## src/rtl/mem_arbiter.sv

```systemverilog
// Round-robin sequencer sharing one fixed-latency memory between the fetch (I) and data (D) ports.
// One transaction at a time: IDLE -> ISSUE -> WAIT (MEM_LAT cycles) -> RESP -> IDLE.
module mem_arbiter #(
  parameter int unsigned MEM_LAT = 4
) (
  input  logic        clk,
  input  logic        rst,
  input  logic        i_req,
  input  logic [15:0] i_addr,
  output logic [15:0] i_rdata,
  output logic        i_ack,
  input  logic        d_req,
  input  logic        d_wr,
  input  logic [15:0] d_addr,
  input  logic [15:0] d_wdata,
  output logic [15:0] d_rdata,
  output logic        d_ack,
  output logic        mem_en,
  output logic        mem_wr,
  output logic [15:0] mem_addr,
  output logic [15:0] mem_wdata,
  input  logic [15:0] mem_rdata,
  output logic        busy,
  output logic        owner
);

  localparam int unsigned CntW = $clog2(MEM_LAT + 1);

  typedef enum logic [1:0] {StIdle, StIssue, StWait, StResp} state_e;

  state_e          r_state;
  logic [CntW-1:0] r_cnt;
  logic            r_owner;
  logic            r_wr;
  logic [15:0]     r_addr;
  logic [15:0]     r_wdata;
  logic [15:0]     r_i_rdata;
  logic [15:0]     r_d_rdata;
  logic            r_i_ack;
  logic            r_d_ack;
  logic            r_mem_en;
  logic            r_mem_wr;
  logic [15:0]     r_mem_addr;
  logic [15:0]     r_mem_wdata;

  logic            w_any_req;
  logic            w_grant_d;
  logic            w_wr;
  logic [15:0]     w_addr;
  logic [15:0]     w_wdata;

  // On a tie, D wins unless it won the previous grant.
  always_comb begin
    w_any_req = i_req | d_req;
    w_grant_d = d_req & (~i_req | ~r_owner);
    w_wr      = w_grant_d & d_wr;
    w_addr    = w_grant_d ? d_addr : i_addr;
    w_wdata   = w_grant_d ? d_wdata : 16'h0000;
  end

  always_ff @(posedge clk) begin
    if (rst) begin
      r_state     <= StIdle;
      r_cnt       <= '0;
      r_owner     <= 1'b0;
      r_wr        <= 1'b0;
      r_addr      <= 16'h0000;
      r_wdata     <= 16'h0000;
      r_i_rdata   <= 16'h0000;
      r_d_rdata   <= 16'h0000;
      r_i_ack     <= 1'b0;
      r_d_ack     <= 1'b0;
      r_mem_en    <= 1'b0;
      r_mem_wr    <= 1'b0;
      r_mem_addr  <= 16'h0000;
      r_mem_wdata <= 16'h0000;
    end else begin
      r_i_ack     <= 1'b0;
      r_d_ack     <= 1'b0;
      r_mem_en    <= 1'b0;
      r_mem_wr    <= 1'b0;
      r_mem_addr  <= 16'h0000;
      r_mem_wdata <= 16'h0000;
      unique case (r_state)
        StIdle: begin
          if (w_any_req) begin
            r_owner     <= w_grant_d;
            r_wr        <= w_wr;
            r_addr      <= w_addr;
            r_wdata     <= w_wdata;
            // Command outputs are registered, so they are set up here to appear in ISSUE.
            r_mem_en    <= 1'b1;
            r_mem_wr    <= w_wr;
            r_mem_addr  <= w_addr;
            r_mem_wdata <= w_wdata;
            r_state     <= StIssue;
          end
        end
        StIssue: begin
          r_cnt   <= CntW'(MEM_LAT);
          r_state <= StWait;
        end
        StWait: begin
          if (r_cnt == CntW'(1)) begin
            if (!r_wr) begin
              if (r_owner) r_d_rdata <= mem_rdata;
              else         r_i_rdata <= mem_rdata;
            end
            r_i_ack <= ~r_owner;
            r_d_ack <= r_owner;
            r_cnt   <= '0;
            r_state <= StResp;
          end else begin
            r_cnt <= r_cnt - CntW'(1);
          end
        end
        StResp: begin
          r_state <= StIdle;
        end
        default: begin
          r_state <= StIdle;
        end
      endcase
    end
  end

  assign i_rdata   = r_i_rdata;
  assign d_rdata   = r_d_rdata;
  assign i_ack     = r_i_ack;
  assign d_ack     = r_d_ack;
  assign mem_en    = r_mem_en;
  assign mem_wr    = r_mem_wr;
  assign mem_addr  = r_mem_addr;
  assign mem_wdata = r_mem_wdata;
  assign busy      = (r_state != StIdle);
  assign owner     = r_owner;

endmodule

```

## config.mk

```make
export PLATFORM = sky130hd
export DESIGN_NAME = mem_arbiter
export DESIGN_NICKNAME = d
export VERILOG_FILES = /design/src/rtl/mem_arbiter.sv
export SDC_FILE = /design/constraint.sdc
export NUM_CORES = 1
export LEC_CHECK = 0
export CORE_MARGIN = 3
export CORE_UTILIZATION = 35
export CTS_CLUSTER_DIAMETER = 150
export CTS_CLUSTER_SIZE = 10
export DETAILED_ROUTE_END_ITERATION = 8
export PLACE_DENSITY = 0.78
export SLEW_MARGIN = 20
export SYNTH_ARGS = -nofsm -noshare
export SYNTH_HDL_FRONTEND = slang
export SYNTH_SLANG_ARGS = --single-unit
```

## constraint.sdc

```tcl
create_clock -name clk -period 4 [get_ports clk]
set_input_delay 1.2 -clock clk [delete_from_list [all_inputs] [get_ports clk]]
set_output_delay 1.2 -clock clk [all_outputs]
set_load 0.02 [all_outputs]
```

==> results.json, run 1 <==
{
  "fin_crit_ns": 2.81,
  "cp_num_buf_inv": 1,
  "hold_viol_final": 0,
  "vias": 2369,
  "powerDensity_nw_per_um2": 429,
  "fin_nets": 494,
  "wl_mm": 6.77,
  "tightest_slew_ns": 1.03,
  "num_antenna_cells": 0,
  "crit_slowest_cell": "clkdlybuf4s50_1",
  "synth_xor_area_share_pct": 0,
  "post_cts_buffers": 0,
  "swShare_pct": 29.0,
  "syn_nets": 358,
  "status": "complete, no violations",
  "worstHoldStart": "d_rdata[12]$_SDFFE_PP0P_",
  "path_delay_family": "buffers and inverters",
  "synth_edf_count": 0,
  "clk_pin_slew_worst_paths_ns": 0.08,
  "yosysWarningCount": 0,
  "drive_gt1_share_pct": 5.41,
  "dieArea_um2": 9230,
  "crit_fanout": 11,
  "die_w_um": 96.1,
  "rsz0062_at_grt": "false",
  "cp_cell_sequence": "clkdlybuf4s50_1",
  "grt_pass1_vias": 2359,
  "slew_viol_final": 0,
  "synthSimpleGateAreaFrac_pct": 24.1,
  "grtUsageTotal_pct": 15.0,
  "grt_max_degree": 59,
  "synth_flop_cell": "dfxtp_1",
  "vdd_drop_max_v": 0.000304,
  "h-tree-depth": 3,
  "syn_inst": 284,
  "io_buffers": 138,
  "coreArea_um2": 7810,
  "synth.avg_cell_area_um2": 10.0,
  "ant_nets": 0,
  "cts_tree": "built",
  "root_buffer": "clkbuf_8",
  "ys_seq_area_share_pct": 52.9,
  "hp-class": "flip-flop to flip-flop",
  "seq_area_um2": 1500,
  "fin_cells": 527,
  "cp.required_ns": 2.80,
  "cts_buffer_depth": 2,
  "worst-setup-path-type": "flip-flop to primary output",
  "synthAdderAreaFrac_pct": 2.20,
  "initial_core_util_pct": 36.4,
  "netlist_area_um2": 2840,
  "fill_cells": 679,
  "synth_compound_area_share_pct": 5.95,
  "antenna_found_initial": 0,
  "vias_per_cell": 4.50,
  "fin_setup_tns_ns": 0,
  "max-slew-margin-rel_pct": 30.9,
  "drtPass1Iterations": 4,
  "power_leakage_nw": 1.75,
  "ys_ff_latch": 75,
  "ys_types": 32,
  "finalCritPeriodShare_pct": 70.3,
  "synth_top_family_by_area": "simple AND/OR/NAND/NOR gates",
  "fin_skew_ns": 0.00877,
  "fp-row-count": 32,
  "grt_pass1_wl_mm": 10.7,
  "critPathLaunch": "owner$_SDFFE_PP0P_",
  "cts_resized": 0,
  "critPathMaxStageDelay_ns": 0.72,
  "p_seq_share_pct": 44.3,
  "p_comb_share_pct": 26.0,
  "cp.arrival_ns": 1.61,
  "switching_power_mw": 0.561,
  "post_drt_wl_per_cell_um": 12.8,
  "gp_congestion": 0.751,
  "fmax_mhz": 356,
  "drt-initial-drc-count": 25,
  "setup-violations-final": 0,
  "drv_cap": 0,
  "p_clk_share_pct": 29.7,
  "muxShareOfSynthArea_pct": 11.6,
  "hpwlAfterDp_mm": 5.14,
  "clkLatencyLatePin_ns": 0.34,
  "fin_util_pct": 57.7,
  "dp_cells": 511,
  "critical_path.endpoint_type": "primary output",
  "critPathLaunchType": "flip-flop",
  "multi_input_area_um2": 1250,
  "internal_power_mw": 1.37,
  "r2r-start": "r_state[0]$_SDFFE_PP0P_",
  "die_h_um": 96.1,
  "grt-ovfl-total": 0,
  "ys_async_sr_fraction_pct": 0,
  "cts_made_buffers": 9,
  "cts.sinks": 75,
  "drc_errors": 0,
  "postCtsHoldBufs": 0,
  "syn2layout_area_growth_pct": 58.7,
  "io_pins": 139
}
==> cells by family after synthesis <==
group	count (synthesis)
AND/OR/NAND/NOR	121
flip-flops	75
multiplexers	33
adder cells (fa/ha/maj)	5
buffers and inverters	21
AO/OA/AOI/OAI	29
==> power by group through the flow <==
stage	Clock [mW]	Sequential, mW	Combinational (mW)
final	0.573	0.857	0.504
after floorplan	0	0.917	0.229
after detailed placement	0	0.874	0.505
after global routing	0.628	0.865	0.557
after CTS	0.595	0.858	0.509
after global placement	0	0.871	0.499
==> routing by layer <==
| layer | share of wire [%] | vias to the layer above | global-route usage, % | wire length [µm] |
|---|---|---|---|---|
| li1 | - | 1202 | - | - |
| met1 | 41 | 1061 | 17.2 | 2790 |
| met2 | 46 | 100 | 24.1 | 3110 |
| met3 | 12 | 6 | 8.21 | 815 |
| met4 | 0.71 | 0 | 4.27 | 48 |
| met5 | 0 | - | 0 | 0 |
==> synthesized netlist by cell type (2+ instances only) <==
cell	n	area share (%)
nor4_1	2	0.44
nand2_1	35	4.6
ha_1	5	2.2
clkbuf_1	10	1.3
inv_1	5	0.66
mux2i_1	33	12
a21oi_1	19	3.3
nor2_1	5	0.66
dfxtp_1	75	53
nand2b_1	54	12
buf_2	5	0.88
and2_1	16	3.5
==> through the flow <==
| step | hold slack (ns) | setup WS [ns] | power [mW] | cell area, µm² |
|---|---|---|---|---|
| after detailed placement | 0.464 | 0.959 | 1.38 | 4300 |
| after global placement | 0.457 | 1.06 | 1.37 | 4300 |
| final | 0.473 | 1.19 | 1.93 | 4510 |
| after floorplan | 0.445 | 1.84 | 1.15 | 2840 |
| after CTS | 0.478 | 1.16 | 1.96 | 4510 |
| after global routing | 0.506 | 1.07 | 2.05 | 4510 |
==> path summary, 6_finish.rpt <==
path	to	slack [ns]	cells past startpoint
setup reg to reg	d_rdata[7]$_SDFFE_PP0P_	1.99	5
hold / removal	d_rdata[12]$_SDFFE_PP0P_	0.47	2
setup / recovery	owner	1.19	1
hold reg to reg	d_rdata[12]$_SDFFE_PP0P_	0.47	2
==> area by class of cell <==
class / count / area share, %
clock buffer: 10 / 3.05
sequential: 75 / 33.3
clock inverter: 6 / 1.44
inverter: 5 / 0.416
timing repair buffer: 141 / 31.1
tap: 102 / 2.83
multi-input combinational: 188 / 27.8
==> state kept, by name, indices dropped and copies added (netlist names) <==
signal / cells
d_rdata: 16
i_rdata: 16
mem_addr: 16
mem_wdata: 16
r_cnt: 3
r_state: 2
d_ack: 1
i_ack: 1
mem_en: 1
mem_wr: 1
owner: 1
r_wr: 1
==> cell usage in the layout, fill, tap and decap left out, drive strengths merged, types with 4 or more instances in the layout <==
| cell | n |
|---|---|
| clkbuf | 10 |
| nand2b | 54 |
| nand2 | 36 |
| inv | 5 |
| mux2i | 33 |
| ha | 5 |
| clkdlybuf4s50 | 138 |
| a21oi | 19 |
| dfxtp | 75 |
| clkinvlp | 4 |
| nor2 | 5 |
| and2 | 16 |
(Power assumes the default switching activity.)
==> inputs of run 2 (changes only) <==
clock period = 2.6 ns   (was 4 ns; I/O delays follow)
==> run 2 against run 1 <==
Die area stayed put. Highest routed layer unchanged. Utilization grew 0.51 points. Critical path type unchanged. Clock skew shrank 0.00090 ns.
==> results.json, run 2 (synthesis gave the netlist of run 1 again) <==
{
  "die_h_um": 96.1,
  "grt_pass1_vias": 2363,
  "grtUsageTotal_pct": 14.7,
  "num_antenna_cells": 0,
  "drive_gt1_share_pct": 5.84,
  "cts_buffer_depth": 2,
  "cp.arrival_ns": 1.60,
  "fin_skew_ns": 0.00787,
  "holdWs_ns": 0.470,
  "setup_slack_ns": 0.218,
  "fin_setup_tns_ns": 0,
  "hp-class": "flip-flop to flip-flop",
  "cp.required_ns": 1.82,
  "fill_cells": 682,
  "vias_per_cell": 4.55,
  "post_cts_buffers": 0,
  "tightest_slew_ns": 0.606,
  "critPathLaunchType": "flip-flop",
  "root_buffer": "clkbuf_8",
  "drv_cap": 0,
  "dieArea_um2": 9230,
  "drt-initial-drc-count": 19,
  "hold_viol_final": 0,
  "vias": 2413,
  "gp_congestion": 0.724,
  "drtPass1Iterations": 4,
  "clk_pin_slew_worst_paths_ns": 0.08,
  "setup-violations-final": 0,
  "h-tree-depth": 3,
  "status": "complete, no violations",
  "fin_cells": 530,
  "vdd_drop_max_v": 0.000488,
  "coreArea_um2": 7810,
  "die_w_um": 96.1,
  "fp-row-count": 32,
  "grt_max_degree": 59,
  "hpwlAfterDp_mm": 5.17,
  "grt_pass1_wl_mm": 10.5,
  "fin_crit_ns": 2.38,
  "cts.sinks": 75,
  "multi_input_area_um2": 1250,
  "worst-setup-path-type": "flip-flop to primary output",
  "seq_area_um2": 1500,
  "slew_viol_final": 0,
  "cts_resized": 0,
  "powerDensity_nw_per_um2": 670,
  "place_area_um2": 4340,
  "grt-ovfl-total": 0,
  "ant_nets": 0,
  "max-slew-margin-rel_pct": 59.6,
  "wl_mm": 6.92,
  "cts_made_buffers": 9,
  "post_drt_wl_per_cell_um": 13.1,
  "fmax_mhz": 420,
  "antenna_found_initial": 0,
  "crit_fanout": 3,
  "clkLatencyLatePin_ns": 0.33,
  "critical_path.endpoint_type": "primary output",
  "rsz0062_at_grt": "false",
  "fin_util_pct": 58.2,
  "initial_core_util_pct": 36.4,
  "final_common_cell": "clkdlybuf4s50_1",
  "design_area_um2": 4550,
  "dp_cells": 514,
  "finalCritPeriodShare_pct": 91.6,
  "io_buffers": 138,
  "fin_nets": 497,
  "postCtsHoldBufs": 0,
  "drc_errors": 0,
  "syn2layout_area_growth_pct": 60.1,
  "final_cell_mix": "clkdlybuf4s50_1 (138), dfxtp_1 (75), nand2b_1 (54)",
  "power_mw": 3.05,
  "power_leakage_nw": 1.79,
  "io_pins": 139,
  "preCtsSetupSlack_ns": 0.317,
  "cts_tree": "built"
}
run 2: cell count changes in the layout (fill, tap and decap cells not counted):
cell	change
clkinvlp_4	-4
clkinv_2	+3
buf_4	+2
buf_12	+1
bufinv_16	+1
clkbuf_1	+1
clkbuf_8	-1
run 2: final cells by class:
cell class              count  share of cell area (%)
clock inverters             6                    1.76
multi-input cells         188                    27.5
flip-flops and latches     75                    33.0
inverters                   5                   0.413
repair buffers            144                    31.6
well taps                 102                    2.81
clock buffers              10                    2.81
run 2: critical path, cell delays in order (launching register included):
cell             delay, ns
dfxtp_1               0.36
inv_1                 0.07
ha_1                  0.20
inv_1                 0.06
clkdlybuf4s50_1       0.59
run 2: routing by layer:
layer | GRT usage (%) | wire length [µm] | vias up
met5 | 0 | 0 | -
met4 | 6.40 | 112 | 0
met3 | 6.57 | 757 | 11
met2 | 24.0 | 3200 | 107
met1 | 16.4 | 2850 | 1087
li1 | - | - | 1208
run 2: worst paths after layout:
| kind | from | to | slack [ns] | cells past startpoint |
|---|---|---|---|---|
| worst max-delay path | r_state[1]$_SDFFE_PP0P_ | busy | 0.22 | 4 |
| worst min register to register | i_rdata[5]$_SDFFE_PP0P_ | i_rdata[5]$_SDFFE_PP0P_ | 0.47 | 2 |
| worst max register to register | r_state[0]$_SDFFE_PP0P_ | d_rdata[5]$_SDFFE_PP0P_ | 0.60 | 5 |
| worst min-delay path | i_rdata[5]$_SDFFE_PP0P_ | i_rdata[5]$_SDFFE_PP0P_ | 0.47 | 2 |
run 2: power by group:
| part | switching [mW] | internal (mW) | total, mW |
|---|---|---|---|
| Combinational | 0.394 | 0.406 | 0.801 |
| Sequential | 0.0531 | 1.25 | 1.31 |
| Clock | 0.403 | 0.534 | 0.937 |
| Total | 0.850 | 2.20 | 3.05 |
